File: src/rtl/elevator_scan_if.sv
// Request/status bundle between the request front-end (master) and the SCAN scheduler (slave).
interface elevator_scan_if #(
    parameter int N_FLOORS = 3,
    parameter int FLOOR_W  = 2
);
    logic [N_FLOORS-1:0] req;
    logic [N_FLOORS-1:0] pending;
    logic [FLOOR_W-1:0]  cur_floor;
    logic [FLOOR_W-1:0]  target_floor;
    logic                moving;
    logic                dir_up;
    logic                door_open;
    logic                arrive;

    modport master (
        output req,
        input  pending, cur_floor, target_floor, moving, dir_up, door_open, arrive
    );

    modport slave (
        input  req,
        output pending, cur_floor, target_floor, moving, dir_up, door_open, arrive
    );
endinterface

File: src/rtl/elevator_scan_scheduler.sv
// SCAN elevator scheduler: latches floor requests, owns floor register, travel and door timers.
// Optional park-at-home behaviour is enabled by defining ELEVATOR_IDLE_HOME_EN.
//
// state  | meaning
// S_IDLE | car stopped, door closed, choosing next direction
// S_MOVE | travelling between floors (normal trip or park trip)
// S_DOOR | stopped at cur_floor with the door open
module elevator_scan_scheduler #(
    parameter int N_FLOORS      = 3,
    parameter int FLOOR_W       = 2,
    parameter int TRAVEL_CYCLES = 4,
    parameter int DOOR_CYCLES   = 8,
    parameter int HOME_FLOOR    = 0,
    parameter int IDLE_CYCLES   = 16
) (
    input  logic           clk,
    input  logic           rst,
    elevator_scan_if.slave bus
);
    localparam int TW = (TRAVEL_CYCLES > 1) ? $clog2(TRAVEL_CYCLES) : 1;
    localparam int DW = (DOOR_CYCLES > 1) ? $clog2(DOOR_CYCLES) : 1;
    localparam logic [FLOOR_W-1:0] TOP_FLOOR   = FLOOR_W'(N_FLOORS - 1);
    localparam logic [TW-1:0]      TRAVEL_LAST = TW'(TRAVEL_CYCLES - 1);
    localparam logic [DW-1:0]      DOOR_LAST   = DW'(DOOR_CYCLES - 1);

    if (N_FLOORS < 2 || N_FLOORS > 16 || (1 << FLOOR_W) < N_FLOORS || TRAVEL_CYCLES < 1 ||
        DOOR_CYCLES < 1 || HOME_FLOOR < 0 || HOME_FLOOR >= N_FLOORS || IDLE_CYCLES < 1) begin : g_bad_cfg
        $error("elevator_scan_scheduler: illegal parameter set");
    end

    typedef enum logic [1:0] {S_IDLE, S_MOVE, S_DOOR} state_t;

    state_t              state_q, state_d;
    logic [N_FLOORS-1:0] pending_q, pending_d;
    logic [FLOOR_W-1:0]  cur_floor_q, cur_floor_d;
    logic                dir_up_q, dir_up_d;
    logic                arrive_q, arrive_d;
    logic [TW-1:0]       travel_cnt_q, travel_cnt_d;
    logic [DW-1:0]       door_cnt_q, door_cnt_d;

`ifdef ELEVATOR_IDLE_HOME_EN
    localparam int IW = (IDLE_CYCLES > 1) ? $clog2(IDLE_CYCLES) : 1;
    localparam logic [IW-1:0]      IDLE_LAST = IW'(IDLE_CYCLES - 1);
    localparam logic [FLOOR_W-1:0] HOME      = FLOOR_W'(HOME_FLOOR);
    logic [IW-1:0] idle_cnt_q, idle_cnt_d;
    logic          park_q, park_d;
`endif

    logic                above, below, ahead_next, at_bound;
    logic [FLOOR_W-1:0]  near_above, near_below, next_floor;
    logic [N_FLOORS-1:0] pend_all;

    always_comb begin
        above      = 1'b0;
        below      = 1'b0;
        near_above = cur_floor_q;
        near_below = cur_floor_q;
        for (int i = N_FLOORS - 1; i >= 0; i--) begin
            if (pending_q[i] && FLOOR_W'(i) > cur_floor_q) begin
                above      = 1'b1;
                near_above = FLOOR_W'(i);
            end
        end
        for (int i = 0; i < N_FLOORS; i++) begin
            if (pending_q[i] && FLOOR_W'(i) < cur_floor_q) begin
                below      = 1'b1;
                near_below = FLOOR_W'(i);
            end
        end
        at_bound   = dir_up_q ? (cur_floor_q == TOP_FLOOR) : (cur_floor_q == '0);
        next_floor = at_bound ? cur_floor_q :
                     (dir_up_q ? cur_floor_q + FLOOR_W'(1) : cur_floor_q - FLOOR_W'(1));
        // Requests arriving on the step edge count when deciding whether to stop or keep going.
        pend_all   = pending_q | bus.req;
        ahead_next = 1'b0;
        for (int i = 0; i < N_FLOORS; i++) begin
            if (pend_all[i] && (dir_up_q ? (FLOOR_W'(i) > next_floor) : (FLOOR_W'(i) < next_floor)))
                ahead_next = 1'b1;
        end
    end

    always_comb begin
        state_d      = state_q;
        pending_d    = pending_q | bus.req;
        cur_floor_d  = cur_floor_q;
        dir_up_d     = dir_up_q;
        arrive_d     = 1'b0;
        travel_cnt_d = travel_cnt_q;
        door_cnt_d   = door_cnt_q;
`ifdef ELEVATOR_IDLE_HOME_EN
        idle_cnt_d   = '0;
        park_d       = park_q;
`endif
        unique case (state_q)
            S_IDLE: begin
                travel_cnt_d = '0;
                door_cnt_d   = '0;
                if (pending_q[cur_floor_q] || bus.req[cur_floor_q]) begin
                    state_d                = S_DOOR;
                    pending_d[cur_floor_q] = 1'b0;
                    arrive_d               = 1'b1;
                end else if (above && (dir_up_q || !below)) begin
                    state_d  = S_MOVE;
                    dir_up_d = 1'b1;
                end else if (below) begin
                    state_d  = S_MOVE;
                    dir_up_d = 1'b0;
                end else begin
`ifdef ELEVATOR_IDLE_HOME_EN
                    if (cur_floor_q != HOME) begin
                        if (idle_cnt_q == IDLE_LAST) begin
                            state_d  = S_MOVE;
                            park_d   = 1'b1;
                            dir_up_d = (HOME > cur_floor_q);
                        end else begin
                            idle_cnt_d = idle_cnt_q + IW'(1);
                        end
                    end
`endif
                end
            end
            S_MOVE: begin
                if (travel_cnt_q == TRAVEL_LAST) begin
                    travel_cnt_d = '0;
                    cur_floor_d  = next_floor;
                    if (pend_all[next_floor]) begin
                        state_d               = S_DOOR;
                        pending_d[next_floor] = 1'b0;
                        arrive_d              = 1'b1;
                        door_cnt_d            = '0;
`ifdef ELEVATOR_IDLE_HOME_EN
                        park_d                = 1'b0;
                    end else if (park_q) begin
                        // Park ends at home (no door) or is abandoned once real work is latched.
                        if (next_floor == HOME || pending_q != '0) begin
                            state_d  = S_IDLE;
                            park_d   = 1'b0;
                            arrive_d = (next_floor == HOME);
                        end
`endif
                    end else if (!ahead_next) begin
                        state_d = S_IDLE;
                    end
                end else begin
                    travel_cnt_d = travel_cnt_q + TW'(1);
                end
            end
            S_DOOR: begin
                pending_d[cur_floor_q] = 1'b0;
                if (bus.req[cur_floor_q]) begin
                    door_cnt_d = '0;
                end else if (door_cnt_q == DOOR_LAST) begin
                    state_d    = S_IDLE;
                    door_cnt_d = '0;
                end else begin
                    door_cnt_d = door_cnt_q + DW'(1);
                end
            end
            default: state_d = S_IDLE;
        endcase
    end

    always_comb begin
        bus.target_floor = cur_floor_q;
        if (state_q == S_MOVE) begin
            bus.target_floor = dir_up_q ? near_above : near_below;
`ifdef ELEVATOR_IDLE_HOME_EN
            if (park_q) bus.target_floor = HOME;
`endif
        end else if (state_q == S_IDLE && !pending_q[cur_floor_q]) begin
            if (above && (dir_up_q || !below)) bus.target_floor = near_above;
            else if (below)                    bus.target_floor = near_below;
        end
    end

    always_ff @(posedge clk or posedge rst) begin
        if (rst) begin
            state_q      <= S_IDLE;
            pending_q    <= '0;
            cur_floor_q  <= '0;
            dir_up_q     <= 1'b1;
            arrive_q     <= 1'b0;
            travel_cnt_q <= '0;
            door_cnt_q   <= '0;
`ifdef ELEVATOR_IDLE_HOME_EN
            idle_cnt_q   <= '0;
            park_q       <= 1'b0;
`endif
        end else begin
            state_q      <= state_d;
            pending_q    <= pending_d;
            cur_floor_q  <= cur_floor_d;
            dir_up_q     <= dir_up_d;
            arrive_q     <= arrive_d;
            travel_cnt_q <= travel_cnt_d;
            door_cnt_q   <= door_cnt_d;
`ifdef ELEVATOR_IDLE_HOME_EN
            idle_cnt_q   <= idle_cnt_d;
            park_q       <= park_d;
`endif
        end
    end

    assign bus.pending   = pending_q;
    assign bus.cur_floor = cur_floor_q;
    assign bus.moving    = (state_q == S_MOVE);
    assign bus.dir_up    = dir_up_q;
    assign bus.door_open = (state_q == S_DOOR);
    assign bus.arrive    = arrive_q;
endmodule
File: src/flat_wrapper.sv
// flat-port wrapper written by rule: the top's interface ports become plain ports
module elevator_scan_scheduler_flat 
#(
    parameter int N_FLOORS      = 3,
    parameter int FLOOR_W       = 2,
    parameter int TRAVEL_CYCLES = 4,
    parameter int DOOR_CYCLES   = 8,
    parameter int HOME_FLOOR    = 0,
    parameter int IDLE_CYCLES   = 16
)
  (clk, rst, bus_req, bus_pending, bus_cur_floor, bus_target_floor, bus_moving, bus_dir_up, bus_door_open, bus_arrive);
  elevator_scan_if #(.N_FLOORS(N_FLOORS), .FLOOR_W(FLOOR_W)) bus_i ();
  input  logic clk;
  input  logic rst;
  input wire logic [$bits(bus_i.req)-1:0] bus_req;
  output wire logic [$bits(bus_i.pending)-1:0] bus_pending;
  output wire logic [$bits(bus_i.cur_floor)-1:0] bus_cur_floor;
  output wire logic [$bits(bus_i.target_floor)-1:0] bus_target_floor;
  output wire logic [$bits(bus_i.moving)-1:0] bus_moving;
  output wire logic [$bits(bus_i.dir_up)-1:0] bus_dir_up;
  output wire logic [$bits(bus_i.door_open)-1:0] bus_door_open;
  output wire logic [$bits(bus_i.arrive)-1:0] bus_arrive;
  assign bus_i.req = bus_req;
  assign bus_pending = bus_i.pending;
  assign bus_cur_floor = bus_i.cur_floor;
  assign bus_target_floor = bus_i.target_floor;
  assign bus_moving = bus_i.moving;
  assign bus_dir_up = bus_i.dir_up;
  assign bus_door_open = bus_i.door_open;
  assign bus_arrive = bus_i.arrive;
  elevator_scan_scheduler #(.N_FLOORS(N_FLOORS), .FLOOR_W(FLOOR_W), .TRAVEL_CYCLES(TRAVEL_CYCLES), .DOOR_CYCLES(DOOR_CYCLES), .HOME_FLOOR(HOME_FLOOR), .IDLE_CYCLES(IDLE_CYCLES)) u_core (.clk(clk), .rst(rst), .bus(bus_i));
endmodule
File: config.mk
export PLATFORM = sky130hd
export DESIGN_NAME = elevator_scan_scheduler_flat
export DESIGN_NICKNAME = d
export VERILOG_FILES = /design/src/rtl/elevator_scan_if.sv /design/src/rtl/elevator_scan_scheduler.sv /design/src/flat_wrapper.sv
export SDC_FILE = /design/constraint.sdc
export NUM_CORES = 1
export LEC_CHECK = 0
export BUFFER_PORTS_ARGS = -buffer_cell sky130_fd_sc_hd__clkbuf_2
export CAP_MARGIN = 20
export CORE_UTILIZATION = 40
export DETAILED_ROUTE_END_ITERATION = 7
export PLACE_DENSITY_LB_ADDON = 0.2
export SYNTH_ARGS = -nofsm -noshare
export SYNTH_HDL_FRONTEND = slang
export SYNTH_SLANG_ARGS = --single-unit
File: constraint.sdc
create_clock -name clk -period 2.8 [get_ports clk]
set_input_delay 0.42 -clock clk [delete_from_list [all_inputs] [get_ports clk]]
set_output_delay 0.42 -clock clk [all_outputs]
set_load 0.02 [all_outputs]
# == Word level (Yosys, flattened, before mapping) ==
# Index checks and enable logic that the tools add are counted.
# op_classes
n_addsub,4
multipliers,0
n_div,0
n_lt_le_gt_ge,16
eq_ne,11
shift,0
n_mux,62
n_bitwise,6
n_reduce_logical,26
# ops
cell,count
$mux W2,22
$mux W1,23
$mux W3,7
$pmux W3 S3,2
$logic_and A1 B1 Y1,13
$gt A1 B2 Y1 const A,4
$lt A1 B2 Y1 const A,4
$and A3 B3 Y3,2
$bmux W1 S2,3
$eq A2 B2 Y1 const B,3
$lt A2 B3 Y1 const B,2
$ne A2 B1 Y1 const B,3
$not A3 Y3,2
$pmux W2 S3,1
$reduce_and A3 Y1,2
$reduce_and A5 Y1,1
$add A2 B1 Y2 const B,2
$demux W1 S2,2
$ge A2 B1 Y1 const B,2
$gt A2 B2 Y1 const A,2
$logic_not A2 Y1,2
$lt A2 B2 Y1 const A,2
$ne A4 B2 Y1 const B,1
$pmux W2 S2,1
other kinds (14),17
# totals
regBits,14
latch_bits,0
ramBits,0
rom_bits,0
inputBits,5
out_inout_bits,11
mem_count,0

# == Longest topological paths before layout ==
# Gate-level depths: netlist of the first run.
# depth
ltp_word,13
ltp_mapped,9

# == Least setup slack after synthesis of the first run ==
# No wires, ideal clock.
# synth_timing
kind,reg-to-reg
from,reg u_core.cur_floor_q[0] (netlist: u_core.bus.cur_floor[0])
to,reg u_core.pending_q[1] (netlist: u_core.bus.pending[1])
arrival_ps,2555
required_ps,2674
setup_slack_ps,119
path_stages_with_launch,10
n_path_buf,2
period_less_slack_ps,2681
path_cell_list,dfrtp_1 clkbuf_1 inv_1 ha_1 mux2_4 a221o_1 buf_6 mux2i_1 a21oi_1 o32a_1
# synth_via
elab_chain_cells,12
# synth_lines
element,line_no,rtl
from (decl),elevator_scan_scheduler.sv:35,"logic [FLOOR_W-1:0] cur_floor_q, cur_floor_d;"
from (signal assigned),elevator_scan_scheduler.sv:192,cur_floor_q <= cur_floor_d;
$sub A2 B1 Y2 (tied with other cells),elevator_scan_scheduler.sv:72,(dir_up_q ? cur_floor_q + FLOOR_W'(1) : cur_floor_q - FLOOR_W'(1));
$mux W2 or $mux W1 (tied branches),"elevator_scan_scheduler.sv:72, elevator_scan_scheduler.sv:70",
$mux W2,elevator_scan_scheduler.sv:71,next_floor = at_bound ? cur_floor_q :
$lt A2 B3 Y1 (implied by the code) or $ge A2 B1 Y1 (tied branches),elevator_scan_scheduler.sv:128,pending_d[next_floor] = 1'b0;
$logic_and A1 B1 Y1 (implied by the code),elevator_scan_scheduler.sv:128,
$mux W1 (implied by the code),elevator_scan_scheduler.sv:128,
$demux W1 S2,n/a,
$not A3 Y3 (no source line),n/a,
$and A3 B3 Y3 (no source line),n/a,
$mux W3,elevator_scan_scheduler.sv:126,if (pend_all[next_floor]) begin
$mux W3,elevator_scan_scheduler.sv:123,if (travel_cnt_q == TRAVEL_LAST) begin
$pmux W3 S3 (*),elevator_scan_scheduler.sv:94,unique case (state_q)
named net u_core.pending_d[1],elevator_scan_scheduler.sv:34,"logic [N_FLOORS-1:0] pending_q, pending_d;"
to (signal assigned),elevator_scan_scheduler.sv:191,pending_q <= pending_d;
to (decl),elevator_scan_scheduler.sv:34,
# The timed path passes the listed nets; every way through them passes the cells marked *. The select of a mux whose other input is x is not followed.
# A chain may end at the register's enable or synchronous reset.

# == Worst setup path after layout of the first run ==
# layout_timing
from,reg u_core.cur_floor_q[0] (netlist: u_core.bus.cur_floor[0])
to,out bus_target_floor[0]
# layout_via
elab_chain_cells,11
# layout_lines
element,line_no,rtl
$lt A1 B2 Y1,elevator_scan_scheduler.sv:65,if (pending_q[i] && FLOOR_W'(i) < cur_floor_q) begin
$logic_and A1 B1 Y1,elevator_scan_scheduler.sv:65,
$mux W1 (3 in series),elevator_scan_scheduler.sv:65,
$logic_not A1 Y1,elevator_scan_scheduler.sv:171,if (above && (dir_up_q || !below)) bus.target_floor = near_above;
$logic_or A1 B1 Y1,elevator_scan_scheduler.sv:171,
$logic_and A1 B1 Y1,elevator_scan_scheduler.sv:171,
$mux W2,elevator_scan_scheduler.sv:171,
$mux W2,elevator_scan_scheduler.sv:170,end else if (state_q == S_IDLE && !pending_q[cur_floor_q]) begin
$mux W2 (*),elevator_scan_scheduler.sv:165,if (state_q == S_MOVE) begin
to (decl),flat_wrapper.sv:18,output wire logic [$bits(bus_i.target_floor)-1:0] bus_target_floor;
# Mark *: on every way between the ends. The rest lies on a longest branch, timed or not. The select of a mux whose other input is x is not followed.

==> metrics.txt, run 1 <==
final critical-path required period=2625 ps; IO Pins=16; max-slew violations=0; Crit-path slowest cell=dfrtp_1; Worst-path clk slew=~90 ps; internal reg-to-reg setup slack=350 ps; Setup CP Type=reg2out; number of global-route vias before repair=about 1.1k; CTS buffer count=3; GRT Util Overall=0.2068; Netlist cell types=between 40 and 50; RSZ-0062 raised after global routing=false; Mapped Nets=approximately 160; IO Port Bufs=15; # clock sinks=14; Place WS=378.0 ps; Die W=58.01 µm; die area=0.003365 mm²; crit path DAT=about 2200 ps; setup TNS=0 ps; DP Area=around 0.0014 mm²; Seq/Total Area, Yosys=0.2802; max cap viols=0; Slew @ Worst Pin=~540 ps; synthesized area=0.001255 mm²; placed instance count=between 150 and 200; Max Freq=about 380 MHz; Slew headroom=0.6389; Synth top area share=0.2592; worst path bufs/invs=2; H-tree Lvls=1; setup bufs post-CTS=0; commonest non-fill, non-tap cell in the layout=clkbuf_2; Gates resized, CTS repair=0; Max VDD drop=between 0.4 and 0.5 mV; Post-synth top flop=dfrtp_1; worst stage delay on the critical path=380 ps; initial core utilization=0.4399; Antenna Nets Post-Route=0; final hold violation count=0; Final Setup Violations=0; initial antenna violation count=0; area leader, netlist=dfrtp_1; fillcell total=300; Cell Chain, Critical Path=inv_1 > ha_1 > nor2b_1 > and3b_1 > o21a_1 > nor3_1 > nor3_1 > clkbuf_2; # rows=19; Pre-antenna DRT Iters=6; Total Wirelength=3161 µm; diodes inserted=0; CTS tree=yes; post-synthesis register bit count=14; Die Ht=~58 µm; largest net degree at the start of global routing=21; Crit. End Element=output pin; routed via count=1201; Final Skew=2.782 ps; vias per cell=6.159; Layout Nets=179; post-synthesis async set-or-reset flop share=1.000; final core occ=0.4873; Post-DP HPWL=between 2000 and 2500 µm; status=finished, violations left; static leakage=0.6627 nW; Finished Cell Area=roughly 0.0014 mm²; Post-Syn Instances=approximately 150; Final Non-Filler Cells=195; Pwr Density=just over 900 mW/mm²; first-pass GRT wire length=5313 µm; most frequent CP cell=nor3_1; Iter 0 DRT Violations=52; CP max FO=7; top post-synthesis cells by area=dfrtp_1 (26%), ha_1 (9.0%), mux2i_1 (5.6%), nor2_1 (4.2%), a21oi_1 (3.6%); Clock Tree Root=clkbuf_4; Skew-Pair Late Insertion Delay=~290 ps; Avg Inst Size Synth=around 8.4 µm²; core region area=0.002853 mm²; Post-synth EDFFs=0; grt ovf=0; setup ws final=roughly 180 ps; violated checks=DRC; WL/cell=16.21 µm; Final period util=0.9375; number of remaining DRC errors=2; Final GP Congestion=0.8613; most frequent cells in the layout=clkbuf_2 (15), nor2_1 (14), dfrtp_1 (13); dominant delay contributor by cell family on the critical path=simple AND/OR/NAND/NOR gates; layout cell share with drive strength beyond 1=0.1646; cts hold-fix bufs=0; area delta synth->final=10.77%; min-delay worst type=in2async; Startpoint Class=register; Ys Warns=0; Req. time, crit path=around 2400 ps; clock buffer depth=2
==> cell families after synthesis <==
family,share of synthesized area
mux,0.06780
fa+ha+maj,0.08973
flops,0.2802
compound gates,0.2642
xor+xnor,0.02094
buf+inv,0.05683
simple gates,0.2203
==> state kept, by name, indices dropped and copies added (netlist names) <==
register	count
u_core.state_q	2
u_core.bus.arrive	1
u_core.travel_cnt_q	2
u_core.bus.pending	3
u_core.bus.cur_floor	2
u_core.door_cnt_q	3
u_core.bus.dir_up	1
==> area by class of cell <==
type / instances / area [µm²] / share of cell area
clock buffer: 4 / 36.28 / 0.02610
inverter: 7 / 26.28 / 0.01890
multi-input combinational: 120 / 832.0 / 0.5986
sequential: 14 / 351.6 / 0.2529
tap: 31 / 38.79 / 0.02790
timing repair buffer: 19 / 105.1 / 0.07561
==> worst paths after layout <==
| kind | startpoint | end | cells after the start |
|---|---|---|---|
| max | u_core.bus.cur_floor[0] | bus_target_floor[0] | 8 |
| min | rst | u_core.travel_cnt_q[0] | 2 |
| max reg2reg | u_core.bus.cur_floor[1] | u_core.bus.pending[1] | 7 |
| min reg2reg | u_core.travel_cnt_q[0] | u_core.travel_cnt_q[0] | 1 |
| max in group asynchronous | rst | u_core.bus.dir_up | 2 |
| min in group clk | bus_req[1] | u_core.bus.pending[1] | 2 |
==> stage by stage <==
step	hold slack, ps	total power [mW]
after floorplan	308.5	0.9528
after global placement	467.0	1.132
after detailed placement	478.6	1.142
after CTS	160.4	1.299
after global routing	198.2	1.402
final	134.0	1.299
==> report_power, final <==
group | switching [mW] | leakage [nW] | internal [mW]
clock network | 0.0730 | 0.0210 | 0.0793
registers | 0.0855 | 0.176 | 0.266
logic | 0.473 | 0.466 | 0.323
==> layer usage <==
metal / global-route usage / up-vias / part of all wire
met5: 0 / - / 0
li1: - / 584 / -
met2: 0.3317 / 40 / 0.47
met3: 0.05134 / 6 / 0.056
met1: 0.2843 / 571 / 0.46
met4: 0.04082 / 0 / 0.012
==> Yosys cell counts (2+ instances only) <==
library cell and n:
o21ai_0 8, nand2b_1 5, nor2_1 14, buf_6 2, clkbuf_1 6, a311oi_1 3, a21o_1 2, a221o_1 2
a22o_1 5, nand3_1 3, o31ai_1 3, nand3b_1 2, nand2_1 9, or2_2 2, ha_1 9, inv_1 7
o31a_1 2, a21oi_1 9, nor2b_1 3, nor3b_1 3, nor4b_1 2, o21a_1 3, xnor2_1 2, dfrtp_1 13
mux2i_1 7, nor3_1 6
Note: power is estimated with default switching activity, not from simulation.
==> run 2, diff against run 1 <==
CORE_UTILIZATION = 50   (was 40)
==> run 2 against run 1 <==
  * The run now ends clean
  * Critical endpoint is now bus_target_floor[1]
  * Sequential power hardly changed
  * Critical path type unchanged
  * Sequential share of layout area up 0.068 points
  * Sequential cell count did not move
  * Total power down 0.18%
==> metrics.txt, run 2 (synthesis gave the netlist of run 1 again) <==
Layout Nets=179 (unchanged); internal reg-to-reg setup slack=450 ps (was 350 ps); worst path bufs/invs=2 (unchanged); Gates resized, CTS repair=0 (unchanged); diodes inserted=0 (unchanged); Crit-path slowest cell=dfrtp_1 (unchanged); commonest non-fill, non-tap cell in the layout=clkbuf_2 (unchanged); # clock sinks=14 (unchanged); Pre-antenna DRT Iters=4 (was 6); met2 Usage GRT=0.3632 (was 0.3317); Most Crowded Layer GR=met1 (was met2); Slew headroom=0.6226 (was 0.6389); Pwr Density=935.5 mW/mm² (was 934.7 mW/mm²); IO Pins=16 (unchanged); static leakage=0.6628 nW (was 0.6627 nW); Final Skew=5.404 ps (was 2.782 ps); first-pass GRT wire length=5064 µm (was 5313 µm); die area=0.002714 mm² (was 0.003365 mm²); number of remaining DRC errors=0 (was 2); setup bufs post-CTS=0 (unchanged); R2R Path End=u_core.bus.pending[1] (unchanged); H-tree Lvls=1 (unchanged); Final period util=0.9208 (was 0.9375); Clock Tree Root=clkbuf_4 (unchanged); max cap viols=0 (unchanged); final critical-path required period=2578 ps (was 2625 ps); Req. time, crit path=2380 ps (about the same); number of global-route vias before repair=1065 (was 1103); fillcell total=203 (was 300); DP Area=0.001350 mm² (was 0.001354 mm²); Finished Cell Area=0.001386 mm² (was 0.001390 mm²); final core occ=0.6035 (was 0.4873); CTS tree=yes (unchanged); final hold violation count=0 (unchanged); area of the multi-input gates=832.0 µm² (unchanged); crit path DAT=2160 ps (was 2200 ps); max-slew violations=0 (unchanged); worst stage delay on the critical path=380 ps (about the same); Setup CP Type=reg2out (unchanged); Worst-path clk slew=90 ps (about the same); worst hold slack=137.7 ps (was 134.0 ps); WL/cell=16.17 µm (was 16.21 µm); # rows=17 (was 19); Slew @ Worst Pin=550.3 ps (was 541.1 ps); CP max FO=7 (unchanged); cts hold-fix bufs=0 (unchanged); min-delay worst type=in2async (unchanged); Final GP Congestion=0.9690 (was 0.8613); dominant delay contributor by cell family on the critical path=compound AO/OA/AOI/OAI gates (was simple AND/OR/NAND/NOR gates); Post-DP HPWL=2330 µm (was 2388 µm); clock buffer depth=2 (unchanged); Die Ht=52.10 µm (was 58.01 µm); routing usage on met1=0.3659 (was 0.2843); register area=351.6 µm² (unchanged); status=finished clean (was finished, violations left); total power=1.297 mW (was 1.299 mW); initial antenna violation count=0 (unchanged); GRT Util Overall=0.2577 (was 0.2068); GRT met3 Usage=0.07602 (was 0.05134); most frequent cells in the layout=clkbuf_2 (15), nor2_1 (14), dfrtp_1 (13) (unchanged); Total Wirelength=3104 µm (was 3161 µm); area delta synth->final=10.47% (was 10.77%); grt ovf=0 (unchanged); routed via count=1205 (was 1201); RSZ-0062 raised after global routing=false (unchanged); Antenna Nets Post-Route=0 (unchanged); worst r2r src=u_core.bus.cur_floor[0] (was u_core.bus.cur_floor[1]); Startpoint Class=register (unchanged); Die W=52.10 µm (was 58.01 µm); Worst R2R Path Depth=7 (unchanged); Final Setup Violations=0 (unchanged); IO Port Bufs=15 (unchanged); Cell Chain, Critical Path=inv_1 > ha_1 > nor2_1 > o21a_1 > o21ai_0 > a211oi_1 > a221o_1 > clkbuf_2 (was inv_1 > ha_1 > nor2b_1 > and3b_1 > o21a_1 > nor3_1 > nor3_1 > clkbuf_2); layout cell share with drive strength beyond 1=0.1646 (unchanged); core region area=0.002297 mm² (was 0.002853 mm²); Crit. End Element=output pin (unchanged); initial core utilization=0.5463 (was 0.4399); Max Freq=387.9 MHz (was 381.0 MHz); vias per cell=6.276 (was 6.159); Iter 0 DRT Violations=55 (was 52); largest net degree at the start of global routing=21 (unchanged); CTS buffer count=3 (unchanged); Max VDD drop=0.5294 mV (was 0.4805 mV); setup TNS=0 ps (unchanged); Skew-Pair Late Insertion Delay=290 ps (about the same)
==> run 2: cell counts in the layout (fill, tap and decap cells not counted) <==
Identical to the previous run, type by type.
==> run 2: final cells by class <==
class,instances,area share
multi-input cells,120,0.6002
well taps,28,0.02527
clock buffers,4,0.02617
repair buffers,19,0.07581
inverters,7,0.01895
flip-flops and latches,14,0.2536
==> run 2: how the worst max path moves through the flow <==
| stage | depth (start not counted) | from | slack [ps] | to |
|---|---|---|---|---|
| 6_report | 8 | u_core.bus.cur_floor[0] | 220 | bus_target_floor[1] |
| 3_3_place_gp | 7 | u_core.bus.cur_floor[0] | 530 | u_core.bus.pending[1] |
| 2_1_floorplan | 9 | u_core.bus.cur_floor[0] | 120 | u_core.bus.pending[1] |
| 5_1_grt | 8 | u_core.bus.cur_floor[0] | 10 | bus_target_floor[1] |
| 4_1_cts | 8 | u_core.bus.cur_floor[0] | 220 | bus_target_floor[1] |
| 3_5_place_dp | 7 | u_core.bus.cur_floor[0] | 480 | u_core.bus.pending[1] |
==> run 2: layer usage <==
metal | vias up | routed length (µm)
li1 | 581 | -
met1 | 558 | 1434
met2 | 60 | 1364
met3 | 6 | 251
met4 | 0 | 55
met5 | - | 0
==> run 2: worst register-to-register path: cells and delay by family (launching register included) <==
family          cells  cell delay, ps
compound gates      3             950
fa+ha+maj           1             320
buf+inv             1             130
flops               1             350
mux                 2             500
==> run 2: through the flow <==
stage               instances  setup WS, ps
finish                    192         221.7
global route              192         12.52
CTS                       192         217.9
detailed placement        188         479.0
global placement          188         526.9
floorplan                 149         118.6
==> run 2: power breakdown <==
part	switching, mW	total (mW)	internal, mW
sequential	0.0856	0.352	0.266
combinational	0.471	0.796	0.325
clock	0.0698	0.149	0.0792
total	0.627	1.30	0.670
==> run 3, diff against run 2 <==
--- a/config.mk
+++ b/config.mk
@@ -10,5 +10,5 @@
 export CORE_UTILIZATION = 50
 export DETAILED_ROUTE_END_ITERATION = 7
-export PLACE_DENSITY_LB_ADDON = 0.2
+export PLACE_DENSITY_LB_ADDON = 0.25
 export SYNTH_ARGS = -nofsm -noshare
 export SYNTH_HDL_FRONTEND = slang
==> constraint.sdc (replaced) <==
create_clock -name clk -period 2.8 [get_ports clk]
set_input_delay 0.28 -clock clk [delete_from_list [all_inputs] [get_ports clk]]
set_output_delay 0.28 -clock clk [all_outputs]
set_load 0.02 [all_outputs]
==> run 3 against run 2 <==
  * The flow now finishes with violations (hold timing)
  * Worst setup slack improved by 73 ps
  * Design area decreased by 0.54%
  * Sequential power about the same
==> metrics.txt, run 3 (synthesis gave the netlist of run 1 again) <==
fillcell total=202 (was 203); Max Freq=399.1 MHz (was 387.9 MHz); final critical-path required period=2506 ps (was 2578 ps); cts hold-fix bufs=0 (unchanged); CTS tree=yes (unchanged); Post-DP HPWL=2210 µm (was 2330 µm); Clock Tree Root=clkbuf_4 (unchanged); internal reg-to-reg setup slack=380 ps (was 450 ps); placed instance count=187 (was 188); Skew-Pair Late Insertion Delay=300 ps (was 290 ps); max cap viols=0 (unchanged); Levels on crit path=8 (unchanged); # clock sinks=14 (unchanged); clock buffer depth=2 (unchanged); Final period util=0.8948 (was 0.9208); final hold violation count=5 (was 0); Cell Chain, Critical Path=buf_4 > ha_1 > nand3b_1 > and3b_1 > o21a_1 > nor3_1 > nor3_1 > clkbuf_2 (was inv_1 > ha_1 > nor2_1 > o21a_1 > o21ai_0 > a211oi_1 > a221o_1 > clkbuf_2); static leakage=0.6585 nW (was 0.6628 nW); area delta synth->final=9.870% (was 10.47%); initial core utilization=0.5463 (unchanged); CTS buffer count=3 (unchanged); Final GP Congestion=1.011 (was 0.9690); Iter 0 DRT Violations=44 (was 55); initial antenna violation count=0 (unchanged); grt ovf=0 (unchanged); IO Pins=16 (unchanged); switch share=0.4873 (was 0.4833); Pwr Density=941.1 mW/mm² (was 935.5 mW/mm²); max-slew violations=0 (unchanged); IO Port Bufs=15 (unchanged); first-pass GRT wire length=5168 µm (was 5064 µm); worst stage delay on the critical path=390 ps (was 380 ps); crit path DAT=2230 ps (was 2160 ps); internal power=665.3 µW (was 670.1 µW); Crit. End Element=output pin (unchanged); H-tree Lvls=1 (unchanged); Req. time, crit path=2520 ps (was 2380 ps); GRT Util Overall=0.2626 (was 0.2577); Crit-path slowest cell=dfrtp_1 (unchanged); diodes inserted=0 (unchanged); Pre-antenna DRT Iters=4 (unchanged); Die Ht=52.10 µm (unchanged); min-delay worst type=in2async (unchanged); Worst R2R Path Depth=7 (unchanged); core region area=0.002297 mm² (unchanged); Startpoint Class=register (unchanged); Reg power frac=0.271 (about the same); commonest non-fill, non-tap cell in the layout=clkbuf_2 (unchanged); Finished Cell Area=0.001379 mm² (was 0.001386 mm²); final core occ=0.6002 (was 0.6035); layout cell share with drive strength beyond 1=0.1595 (was 0.1646); worst path bufs/invs=2 (unchanged); Die W=52.10 µm (unchanged); number of remaining DRC errors=0 (unchanged); setup bufs post-CTS=0 (unchanged); die area=0.002714 mm² (unchanged); largest net degree at the start of global routing=21 (unchanged); setup TNS=0 ps (unchanged); vias per cell=6.283 (was 6.276); Worst-path clk slew=100 ps (was 90 ps); Setup CP Type=reg2out (unchanged); most frequent CP cell=nor3_1; Layout Nets=178 (was 179); Final Setup Violations=0 (unchanged); Gates resized, CTS repair=0 (unchanged); Antenna Nets Post-Route=0 (unchanged); RSZ-0062 raised after global routing=false (unchanged); Clk pwr share=0.123 (was 0.115); status=finished, violations left (was finished clean); Final Non-Filler Cells=191 (was 192); Total Wirelength=3049 µm (was 3104 µm); Max VDD drop=0.5378 mV (was 0.5294 mV); routed via count=1200 (was 1205); most frequent cells in the layout=clkbuf_2 (15), nor2_1 (14), dfrtp_1 (13) (unchanged); combinational share of power=0.606 (was 0.614); P_sw=632.3 µW (was 626.8 µW); dominant delay contributor by cell family on the critical path=simple AND/OR/NAND/NOR gates (was compound AO/OA/AOI/OAI gates); number of global-route vias before repair=1104 (was 1065); worst hold slack=-7.180 ps (was 137.7 ps); WL/cell=15.96 µm (was 16.17 µm); CP max FO=20 (was 7); Final Skew=8.681 ps (was 5.404 ps); Slew headroom=0.6271 (was 0.6226); Slew @ Worst Pin=543.8 ps (was 550.3 ps); violated checks=hold timing; # rows=17 (unchanged); DP Area=0.001343 mm² (was 0.001350 mm²)
[run 3: cell count changes in the layout (fill, tap and decap cells not counted), sizes merged]
cell / change
buf: -1
[run 3: final timing paths]
kind                                          from                endpoint
min in group clk                        bus_req[1]   u_core.bus.pending[1]
min reg2reg                 u_core.travel_cnt_q[0]  u_core.travel_cnt_q[0]
min                                            rst       u_core.state_q[0]
max in group asynchronous                      rst    u_core.door_cnt_q[2]
max                        u_core.bus.cur_floor[0]     bus_target_floor[0]
max reg2reg                u_core.bus.cur_floor[0]   u_core.bus.pending[1]
[run 3: power by group through the flow]
stage / combinational, mW / clock (mW) / sequential [mW]
2_1_floorplan: 0.599 / 0 / 0.354
3_3_place_gp: 0.764 / 0 / 0.350
3_5_place_dp: 0.775 / 0 / 0.353
4_1_cts: 0.781 / 0.162 / 0.349
5_1_grt: 0.870 / 0.166 / 0.363
6_report: 0.787 / 0.160 / 0.351
[run 3: cell type report]
type,instances,area (µm²),area share
multi-input combinational,120,832.0,0.6034
timing repair buffer,18,97.59,0.07078
inverter,7,26.28,0.01906
sequential,14,351.6,0.2550
clock buffer,4,36.28,0.02632
tap,28,35.03,0.02541
[run 3: routing by layer]
metal  GRT usage  part of all wire  up-vias
met3     0.02632             0.055        4
met5           0                 0        -
met1      0.3597              0.47      567
met2      0.4124              0.46       49
li1            -                 -      580
met4      0.1171             0.017        0
[run 3: metrics by stage]
step	power (mW)	setup slack, ps	hold slack, ps
6_report	1.298	294.4	-7.180
2_1_floorplan	0.9528	118.6	168.5
3_3_place_gp	1.115	514.0	337.7
3_5_place_dp	1.128	423.1	349.3
4_1_cts	1.292	323.9	18.55
5_1_grt	1.399	173.5	59.21
